$ cat config.mk
export PLATFORM = sky130hd
export DESIGN_NAME = aes_shift_rows
export DESIGN_NICKNAME = d
export VERILOG_FILES = /design/src/rtl/aes_pkg.sv /design/src/rtl/aes_shift_rows_perm.sv /design/src/rtl/aes_shift_rows.sv
export SDC_FILE = /design/constraint.sdc
export NUM_CORES = 1
export LEC_CHECK = 0
export ABC_AREA = 1
export CAP_MARGIN = 25
export CORE_ASPECT_RATIO = 1.25
export CORE_UTILIZATION = 40
export CTS_CLUSTER_SIZE = 24
export DETAILED_ROUTE_END_ITERATION = 6
export GPL_TIMING_DRIVEN = 0
export HOLD_SLACK_MARGIN = 0.12
export PLACE_DENSITY = 0.86
export SLEW_MARGIN = 20
export SYNTH_ARGS = -nofsm -noshare
export SYNTH_HDL_FRONTEND = slang
export SYNTH_SLANG_ARGS = --single-unit
$ cat constraint.sdc
create_clock -name clk -period 0.8 [get_ports clk]
set_input_delay 0.16 -clock clk [delete_from_list [all_inputs] [get_ports clk]]
set_output_delay 0.16 -clock clk [all_outputs]
set_load 0.02 [all_outputs]
$ cat src/rtl/aes_pkg.sv
// -----------------------------------------------------------------------------
// aes_pkg
// Shared AES types and helpers for the AES-128 datapath blocks.
//   aes_state_t : 128-bit state, column-major, byte 0 in bits [127:120]
//   aes_byte_t  : one state byte
//   AES_NB      : number of columns in the state
//   aes_idx()   : maps (row, col) to the byte index 4*col + row
// -----------------------------------------------------------------------------
package aes_pkg;

    typedef logic [127:0] aes_state_t;
    typedef logic [7:0]   aes_byte_t;

    localparam int AES_NB = 4;

    function automatic int aes_idx(input logic [1:0] row, input logic [1:0] col);
        return 4 * int'(col) + int'(row);
    endfunction

endpackage

$ cat src/rtl/aes_shift_rows_perm.sv
// -----------------------------------------------------------------------------
// aes_shift_rows_perm
// Combinational ShiftRows byte permutation (pure wiring, no arithmetic).
// Optional feature macro: AES_SHIFT_ROWS_INV_EN (adds i_inv and the inverse
// permutation; forward mapping is identical in both builds).
// Ports:
//   i_state : input  state, column-major
//   i_inv   : 1 selects InvShiftRows (only with AES_SHIFT_ROWS_INV_EN)
//   o_state : permuted state, column-major
// -----------------------------------------------------------------------------
module aes_shift_rows_perm
    import aes_pkg::*;
(
    input  aes_state_t i_state,
`ifdef AES_SHIFT_ROWS_INV_EN
    input  logic       i_inv,
`endif
    output aes_state_t o_state
);

    aes_state_t w_fwd;
`ifdef AES_SHIFT_ROWS_INV_EN
    aes_state_t w_inv;
`endif

    for (genvar r = 0; r < AES_NB; r++) begin : g_row
        for (genvar c = 0; c < AES_NB; c++) begin : g_col
            localparam logic [1:0] R    = 2'(r);
            localparam logic [1:0] C    = 2'(c);
            // 2-bit column arithmetic wraps mod 4 for free.
            localparam logic [1:0] CF   = C + R;
            localparam int         DST  = aes_idx(R, C);
            localparam int         SRCF = aes_idx(R, CF);

            assign w_fwd[127-8*DST -: 8] = i_state[127-8*SRCF -: 8];

`ifdef AES_SHIFT_ROWS_INV_EN
            localparam logic [1:0] CI   = C - R;
            localparam int         SRCI = aes_idx(R, CI);

            assign w_inv[127-8*DST -: 8] = i_state[127-8*SRCI -: 8];
`endif
        end
    end

`ifdef AES_SHIFT_ROWS_INV_EN
    assign o_state = i_inv ? w_inv : w_fwd;
`else
    assign o_state = w_fwd;
`endif

endmodule

$ cat src/rtl/aes_shift_rows.sv
// -----------------------------------------------------------------------------
// aes_shift_rows
// Registered AES ShiftRows stage (1-cycle latency, one state per cycle, no
// backpressure). Sits between SubBytes and MixColumns.
// Optional feature macro: AES_SHIFT_ROWS_INV_EN (adds inv port; inv=1 selects
// InvShiftRows per captured state).
// Ports:
//   clk       : rising-edge clock
//   rst_n     : asynchronous active-low reset (clears state_out and out_valid)
//   in_valid  : state_in is valid this cycle
//   inv       : 1 selects InvShiftRows (only with AES_SHIFT_ROWS_INV_EN)
//   state_in  : input state, column-major
//   out_valid : state_out holds a newly transformed state
//   state_out : transformed state, column-major; held while in_valid=0
// -----------------------------------------------------------------------------
module aes_shift_rows
    import aes_pkg::*;
(
    input  logic       clk,
    input  logic       rst_n,
    input  logic       in_valid,
`ifdef AES_SHIFT_ROWS_INV_EN
    input  logic       inv,
`endif
    input  aes_state_t state_in,
    output logic       out_valid,
    output aes_state_t state_out
);

    aes_state_t w_perm;
    aes_state_t r_state;
    logic       r_valid;

    aes_shift_rows_perm u_perm (
        .i_state (state_in),
`ifdef AES_SHIFT_ROWS_INV_EN
        .i_inv   (inv),
`endif
        .o_state (w_perm)
    );

    // Register stage: capture only on valid so the output holds otherwise.
    always_ff @(posedge clk or negedge rst_n) begin
        if (!rst_n) begin
            r_state <= '0;
            r_valid <= 1'b0;
        end else begin
            r_valid <= in_valid;
            if (in_valid) begin
                r_state <= w_perm;
            end
        end
    end

    assign state_out = r_state;
    assign out_valid = r_valid;

endmodule

== Yosys cells after proc, flatten, opt, wreduce, memory -nomap -nowiden ==
Cells that the tools add are included.
Word-level totals
  register bits after elaboration: 129
  output and inout bits: 129
  word-level logic and storage cells: 2

== Longest topological paths before layout ==
Gate-level depths: netlist of run 1.
  word-level depth: 0
  depth in mapped cells: 5
  gate-level depth less buffers: 3

== Modules after synthesis ==
From an unflattened synthesis of run 1, not the netlist that was laid out.
Unflattened totals
  cells, all modules: 670
  area, all modules: 5945.7 um^2
By module, submodules not included
  aes_shift_rows: instances 1, cells each 542, area each 4984.8 um^2, seq. area each 3228.1 um^2
  aes_shift_rows_perm: instances 1, cells each 128, area each 960.9 um^2, seq. area each 0.0 um^2

== Least setup slack after synthesis of run 1 ==
Ideal clock, no wire load.
  kind: flip-flop to flip-flop
  start point: register, netlist name state_out[0]
  end point: register r_state[0] (netlist: state_out[0])
  setup time: 0.117 ns
  data arrival time: 0.559 ns
  data required time: 0.683 ns
  slack: 0.124 ns
  cell stages (with the launch flop): 3
  cells stage by stage: dfrtp_1 > nand2_1 > nand2_1
RTL lines
  end signal, assigned: RTL line aes_shift_rows.sv:50  | r_state <= w_perm;
  end, declared: RTL line aes_shift_rows.sv:31  | aes_state_t r_state;

== Final worst setup path of run 1 ==
  start point: register r_state[73] (netlist: state_out[73])
  end point: output state_out[73]
RTL lines
  end, declared: RTL line aes_shift_rows.sv:27  | output aes_state_t state_out
No word-level cell between the ends.

==> impl_metrics.env, run 1 <==
export IMPL_status="finished with violations"
export IMPL_violations="negative hold slack, negative setup slack"
export IMPL_path_max_fanout=2
export IMPL_die_w_um=101.8
export IMPL_hold_buffers=1
export IMPL_yosys_area_top_type_share_pct=64.76
export IMPL_period_needed_ns=1.146
export IMPL_synthCells=542
export IMPL_finalClockSkew_ns=0
export IMPL_tightestPinTransition_ns=0.4464
export IMPL_dpl_cell_area_sq_um=7815
export IMPL_post_route_util_pct=74.45
export IMPL_postSynthNetCount=673
export IMPL_synth_top_family_by_area="simple AND/OR/NAND/NOR gates"
export IMPL_fin_cells=1065
export IMPL_synthAdderAreaFrac_pct=0
export IMPL_path_class="reg2out"
export IMPL_setup_violations=144
export IMPL_via_per_inst=4.523
export IMPL_clockBufferDepth=2
export IMPL_rr_worst_depth=4
export IMPL_maxCapViolCount=0
export IMPL_ant_nets=0
export IMPL_antenna_found_initial=0
export IMPL_grt_pass1_wl_um=22980
export IMPL_synth_most_common_cell="nand2_1"
export IMPL_peakVddDrop_v=0.001269
export IMPL_synth_area_mux_share_pct=0
export IMPL_async_flop_share_pct=100.0
export IMPL_cts_tree="yes"
export IMPL_critPathSlowestCell="dfrtp_1"
export IMPL_io_buffers=259
export IMPL_yosys_warnings=0
export IMPL_path_clk_slew_ns=0.06
export IMPL_hpwl_um=10310
export IMPL_postRouteWirelength_um=16000
export IMPL_first_pass_iters=4
export IMPL_synth_area_leader_cell="dfrtp_1"
export IMPL_n_antenna_cell=0
export IMPL_io_pins=260
export IMPL_worstPathArrival_ns=0.99
export IMPL_total_power_mw=18.90
export IMPL_synth_ff_type="dfrtp_1"
export IMPL_relSlewSlack_pct=70.24
export IMPL_synth_area_leaders="dfrtp_1 65%, nand2_1 29%, buf_6 6.1%"
export IMPL_cp_top_family="flip-flops"
export IMPL_dieArea_sq_um=12920
export IMPL_syn_avg_cell_area_sq_um=9.197
export IMPL_fin_setup_tns_ns=-39.62
export IMPL_post_place_cells=966
export IMPL_clk_latency_ns=0.42
export IMPL_maxSlewViolCount=0
export IMPL_grt_pass1_vias=4671
export IMPL_netlist_area_sq_um=4985
export IMPL_hold_viol_final=56
export IMPL_gp_congestion=0.7667
export IMPL_grt_setup_unrepaired="yes"
export IMPL_core_rowCount=45
export IMPL_whs_ns=-0.3451
export IMPL_start_kind="flip-flop"
export IMPL_postLayoutCellArea_sq_um=9055
export IMPL_fin_ws_ns=-0.3458
export IMPL_endpoint_kind="primary output"
export IMPL_yosys_area_share_simple_pct=28.92
export IMPL_cp_num_buf_inv=1
export IMPL_grt_overflow=0
export IMPL_crit_chain="buf_6"
export IMPL_drive_gt1_share_pct=29.08
export IMPL_final_nets=1020
export IMPL_routedWlPerCell_um=15.02
export IMPL_cts_made_buffers=17
export IMPL_dpl_worst_slack_ns=-0.5763
export IMPL_grtUsageTotal_pct=23.79
export IMPL_core_area_sq_um=12160
export IMPL_clock_fmax_ghz=0.8727
export IMPL_drt_iter0_markers=93
export IMPL_yosysSeqAreaShare_pct=64.76
export IMPL_synth_seq_cells=129
export IMPL_ys_types=5
export IMPL_slowest_delay_ns=0.43
export IMPL_fin_crit_sh_pct=143.2
export IMPL_fillers=811
export IMPL_synth_commonest_cells="384 x nand2_1, 129 x dfrtp_1, 27 x buf_6"
export IMPL_h_tree_depth=4
export IMPL_p_leak_nw=4.770
export IMPL_synth_compound_area_share_pct=0
export IMPL_ctsRootBufferMaster="clkbuf_16"
export IMPL_area_delta_synth_final_pct=81.65
export IMPL_synth_xor_area_share_pct=0
export IMPL_start_util_pct=40.99
export IMPL_grt_max_degree=74
export IMPL_dr_total_vias=4817
export IMPL_power_density_nw_per_um2=2087
export IMPL_clkSinkCount=129
export IMPL_die_h_um=126.8
export IMPL_drc=0
export IMPL_hp_class="in2async"
export IMPL_crit_cells=1
export IMPL_cp_required_ns=0.64
export IMPL_synth_edff_count=0
-- what timing repair did --
action                                 4_1_cts  5_1_grt
resized for setup                          775       12
setup endpoints to repair                  250      131
pin swaps                                    0        3
setup buffers                               32       36
endpoints found under the hold margin      121       56
-- flip-flops by register name (all words and copies together), names as in the netlist --
name / flops
state_out: 128
out_valid: 1
-- path summary, 6_finish.rpt --
check | startpoint | to | slack [ns]
max | state_out[73] | state_out[73] | -0.35
min | rst_n | state_out[78] | -0.35
max reg2reg | state_out[116] | state_out[116] | -0.10
min reg2reg | state_out[69] | state_out[69] | 0.49
max in group asynchronous | rst_n | state_out[72] | 0.44
min in group clk | state_in[33] | state_out[1] | 0.27
-- power breakdown --
part / internal [mW] / switching (mW)
sequential: 7.11 / 0.437
combinational: 2.38 / 1.95
clock: 4.22 / 2.80
-- cell families (layout without fill, tap and decap cells) --
logic type	Yosys count	count (layout)
buffers and inverters	29	388
DFF	129	129
and+or+nand+nor	384	384
-- per-layer routing --
metal | track usage (%) | wire [um] | up-vias
li1 | - | - | 2320
met1 | 24.77 | 5770 | 2264
met2 | 43.12 | 8653 | 191
met3 | 7.383 | 1090 | 42
met4 | 10.59 | 480 | 0
met5 | 0 | 0 | -
-- final cells by class --
type	instances	area [sq um]	share of cell area [%]
multi-input cells	384	1464	16.17
well taps	164	205.2	2.266
flip-flops and latches	129	3228	35.65
clock buffers	20	436.7	4.822
inverters	1	3.754	0.04145
plain buffers	28	311.5	3.441
repair buffers	328	3313	36.59
clock inverters	11	92.59	1.023
-- cells in the final DEF, fill, tap and decap left out, types with 2 or more instances in the layout --
| master | n |
|---|---|
| clkbuf_1 | 3 |
| buf_4 | 64 |
| clkdlybuf4s50_1 | 128 |
| dfrtp_1 | 129 |
| buf_6 | 160 |
| nand2_2 | 6 |
| clkinv_4 | 2 |
| clkinvlp_4 | 2 |
| nand2_1 | 377 |
| clkbuf_16 | 17 |
| clkinv_2 | 6 |
Note: power is estimated with default switching activity, not from simulation.
==> run 2: changes to the inputs <==
- MAX_ROUTING_LAYER: not set -> met4
- TNS_END_PERCENT: not set -> 20
==> run 2 against run 1 <==
- the flow still finishes with violations (negative hold slack, negative setup slack)
- via count is 4.0% lower
- non-clock buffer count is 41 lower
- hold slack better by 0.0047 ns
- global-route usage hardly changed
- total power is 3.7% lower
- utilization is 5.3 points lower
- sequential cell count stayed put
- critical path type unchanged
- critical endpoint unchanged
- largest cell class is now registers
==> impl_metrics.env, run 2 (synthesis results as in run 1) <==
export IMPL_endpoint_kind="primary output"
export IMPL_ant_nets=0
export IMPL_power_density_nw_per_um2=2162
export IMPL_drive_gt1_share_pct=24.88
export IMPL_finalClockSkew_ns=0
export IMPL_maxSlewViolCount=0
export IMPL_setup_violations=131
export IMPL_clkSinkCount=129
export IMPL_dr_total_vias=4623
export IMPL_grt_setup_unrepaired="yes"
export IMPL_io_buffers=259
export IMPL_reg2reg_to="state_out[25]"
export IMPL_dieArea_sq_um=12920
export IMPL_peakVddDrop_v=0.001262
export IMPL_crit_cells=1
export IMPL_routedWlPerCell_um=14.29
export IMPL_largest_reg_flops=128
export IMPL_layout_common_cells="384 x nand2_1, 129 x dfrtp_1, 128 x clkdlybuf4s50_1, 109 x buf_6, 47 x buf_2"
export IMPL_p_comb_share_pct=20.6
export IMPL_tightestPinTransition_ns=0.4382
export IMPL_path_max_fanout=2
export IMPL_cp_top_family="flip-flops"
export IMPL_io_pins=260
export IMPL_fin_cells=1024
export IMPL_antenna_found_initial=0
export IMPL_postLayoutCellArea_sq_um=8416
export IMPL_r2r_slack_ns=-0.11
export IMPL_status="finished with violations"
export IMPL_path_clk_slew_ns=0.06
export IMPL_final_nets=979
export IMPL_p_sw_mw=4.958
export IMPL_first_pass_iters=4
export IMPL_multi_input_area_sq_um=1441
export IMPL_total_power_mw=18.20
export IMPL_grtUsageTotal_pct=23.78
export IMPL_slowest_delay_ns=0.42
export IMPL_hpwl_um=10310
export IMPL_fillers=952
export IMPL_relSlewSlack_pct=70.79
export IMPL_post_place_cells=966
export IMPL_final_common_cell="nand2_1"
export IMPL_internal_power_mw=13.24
export IMPL_grt_overflow=0
export IMPL_worstSetupStartpoint="state_out[73]"
export IMPL_clk_latency_ns=0.41
export IMPL_cts_tree="yes"
export IMPL_dpl_worst_slack_ns=-0.5763
export IMPL_cts_made_buffers=17
export IMPL_clock_fmax_ghz=0.8829
export IMPL_drc=0
export IMPL_p_leak_nw=4.472
export IMPL_hold_buffers=1
export IMPL_grt_pass1_vias=4576
export IMPL_crit_chain="buf_6"
export IMPL_fin_ws_ns=-0.3327
export IMPL_drt_iter0_markers=105
export IMPL_grt_pass1_wl_um=22400
export IMPL_n_antenna_cell=0
export IMPL_seqCellArea_sq_um=3228
export IMPL_critPathSlowestCell="dfrtp_1"
export IMPL_p_clk_share_pct=38.2
export IMPL_ctsRootBufferMaster="clkbuf_16"
export IMPL_whs_ns=-0.3404
export IMPL_die_h_um=126.8
export IMPL_gp_congestion=0.7769
export IMPL_crit_path_end="state_out[73]"
export IMPL_area_delta_synth_final_pct=68.83
export IMPL_die_w_um=101.8
export IMPL_rr_worst_depth=4
export IMPL_start_kind="flip-flop"
export IMPL_hp_class="in2async"
export IMPL_period_needed_ns=1.133
export IMPL_h_tree_depth=4
export IMPL_cp_num_buf_inv=1
export IMPL_cp_required_ns=0.64
export IMPL_core_area_sq_um=12160
export IMPL_clockBufferDepth=2
export IMPL_fin_crit_sh_pct=141.6
export IMPL_core_rowCount=45
export IMPL_maxCapViolCount=0
export IMPL_rr_startpoint="state_out[25]"
export IMPL_path_class="reg2out"
export IMPL_violations="negative hold slack, negative setup slack"
export IMPL_seq_power_share_pct=41.2
export IMPL_swShare_pct=27.25
export IMPL_dpl_cell_area_sq_um=7815
export IMPL_grt_max_degree=74
export IMPL_hold_viol_final=56
export IMPL_via_per_inst=4.515
export IMPL_start_util_pct=40.99
export IMPL_worstPathArrival_ns=0.97
export IMPL_fin_setup_tns_ns=-38.29
export IMPL_postRouteWirelength_um=14630
[run 2: cell types whose count changed in the layout (fill, tap and decap cells not counted)]
cell / previous run / this run
buf_6: 160 / 109
buf_2: 0 / 47
buf_4: 64 / 27
nand2_1: 377 / 384
nand2_2: 6 / 0
nand2_4: 1 / 0
[run 2: worst min path at each step]
| stage | from | endpoint | cells after the start |
|---|---|---|---|
| 3_3_place_gp | state_out[72] | state_out[72] | 2 |
| 5_1_grt | rst_n | state_out[78] | 1 |
| 6_report | rst_n | state_out[78] | 1 |
| 2_1_floorplan | rst_n | out_valid | 0 |
| 3_5_place_dp | rst_n | state_out[78] | 1 |
| 4_1_cts | rst_n | state_out[78] | 1 |
[run 2: power by group through the flow]
stage / registers, mW / logic [mW] / clock network (mW)
final: 7.49 / 3.75 / 6.96
after global routing: 7.55 / 4.04 / 7.39
after CTS: 7.45 / 3.57 / 7.07
after detailed placement: 7.52 / 3.74 / 0
after global placement: 7.50 / 3.66 / 0
after floorplan: 8.24 / 0.774 / 0
[run 2: through the flow]
| step | utilization (%) | hold slack [ns] |
|---|---|---|
| after floorplan | - | -0.1356 |
| after detailed placement | 64.26 | 0.1094 |
| final | 69.20 | -0.3404 |
| after global placement | 63.99 | 0.4525 |
| after CTS | 67.02 | -0.3266 |
| after global routing | 69.20 | -0.3181 |
[run 2: layer usage]
layer  up-vias  part of all wire (%)  track usage [%]
li1       2236                     -                -
met1      2166                    37            25.65
met2       188                    54            40.94
met3        33                   6.8            6.006
met4         0                   2.6            10.25
met5         -                     0                -
[run 2: area by class of cell]
class | instances | area share, %
multi-input cells | 384 | 17.13
inverters | 1 | 0.04460
flip-flops and latches | 129 | 38.36
clock inverters | 11 | 1.100
plain buffers | 28 | 3.702
clock buffers | 20 | 5.189
repair buffers | 287 | 32.04
well taps | 164 | 2.438
[run 2: repair_timing]
item                       4_1_cts  5_1_grt
hold endpoints to repair       121       56
pin swaps                        0        1
setup endpoints to repair      250      130
gates resized for setup        625       56
setup buffers                   14       12
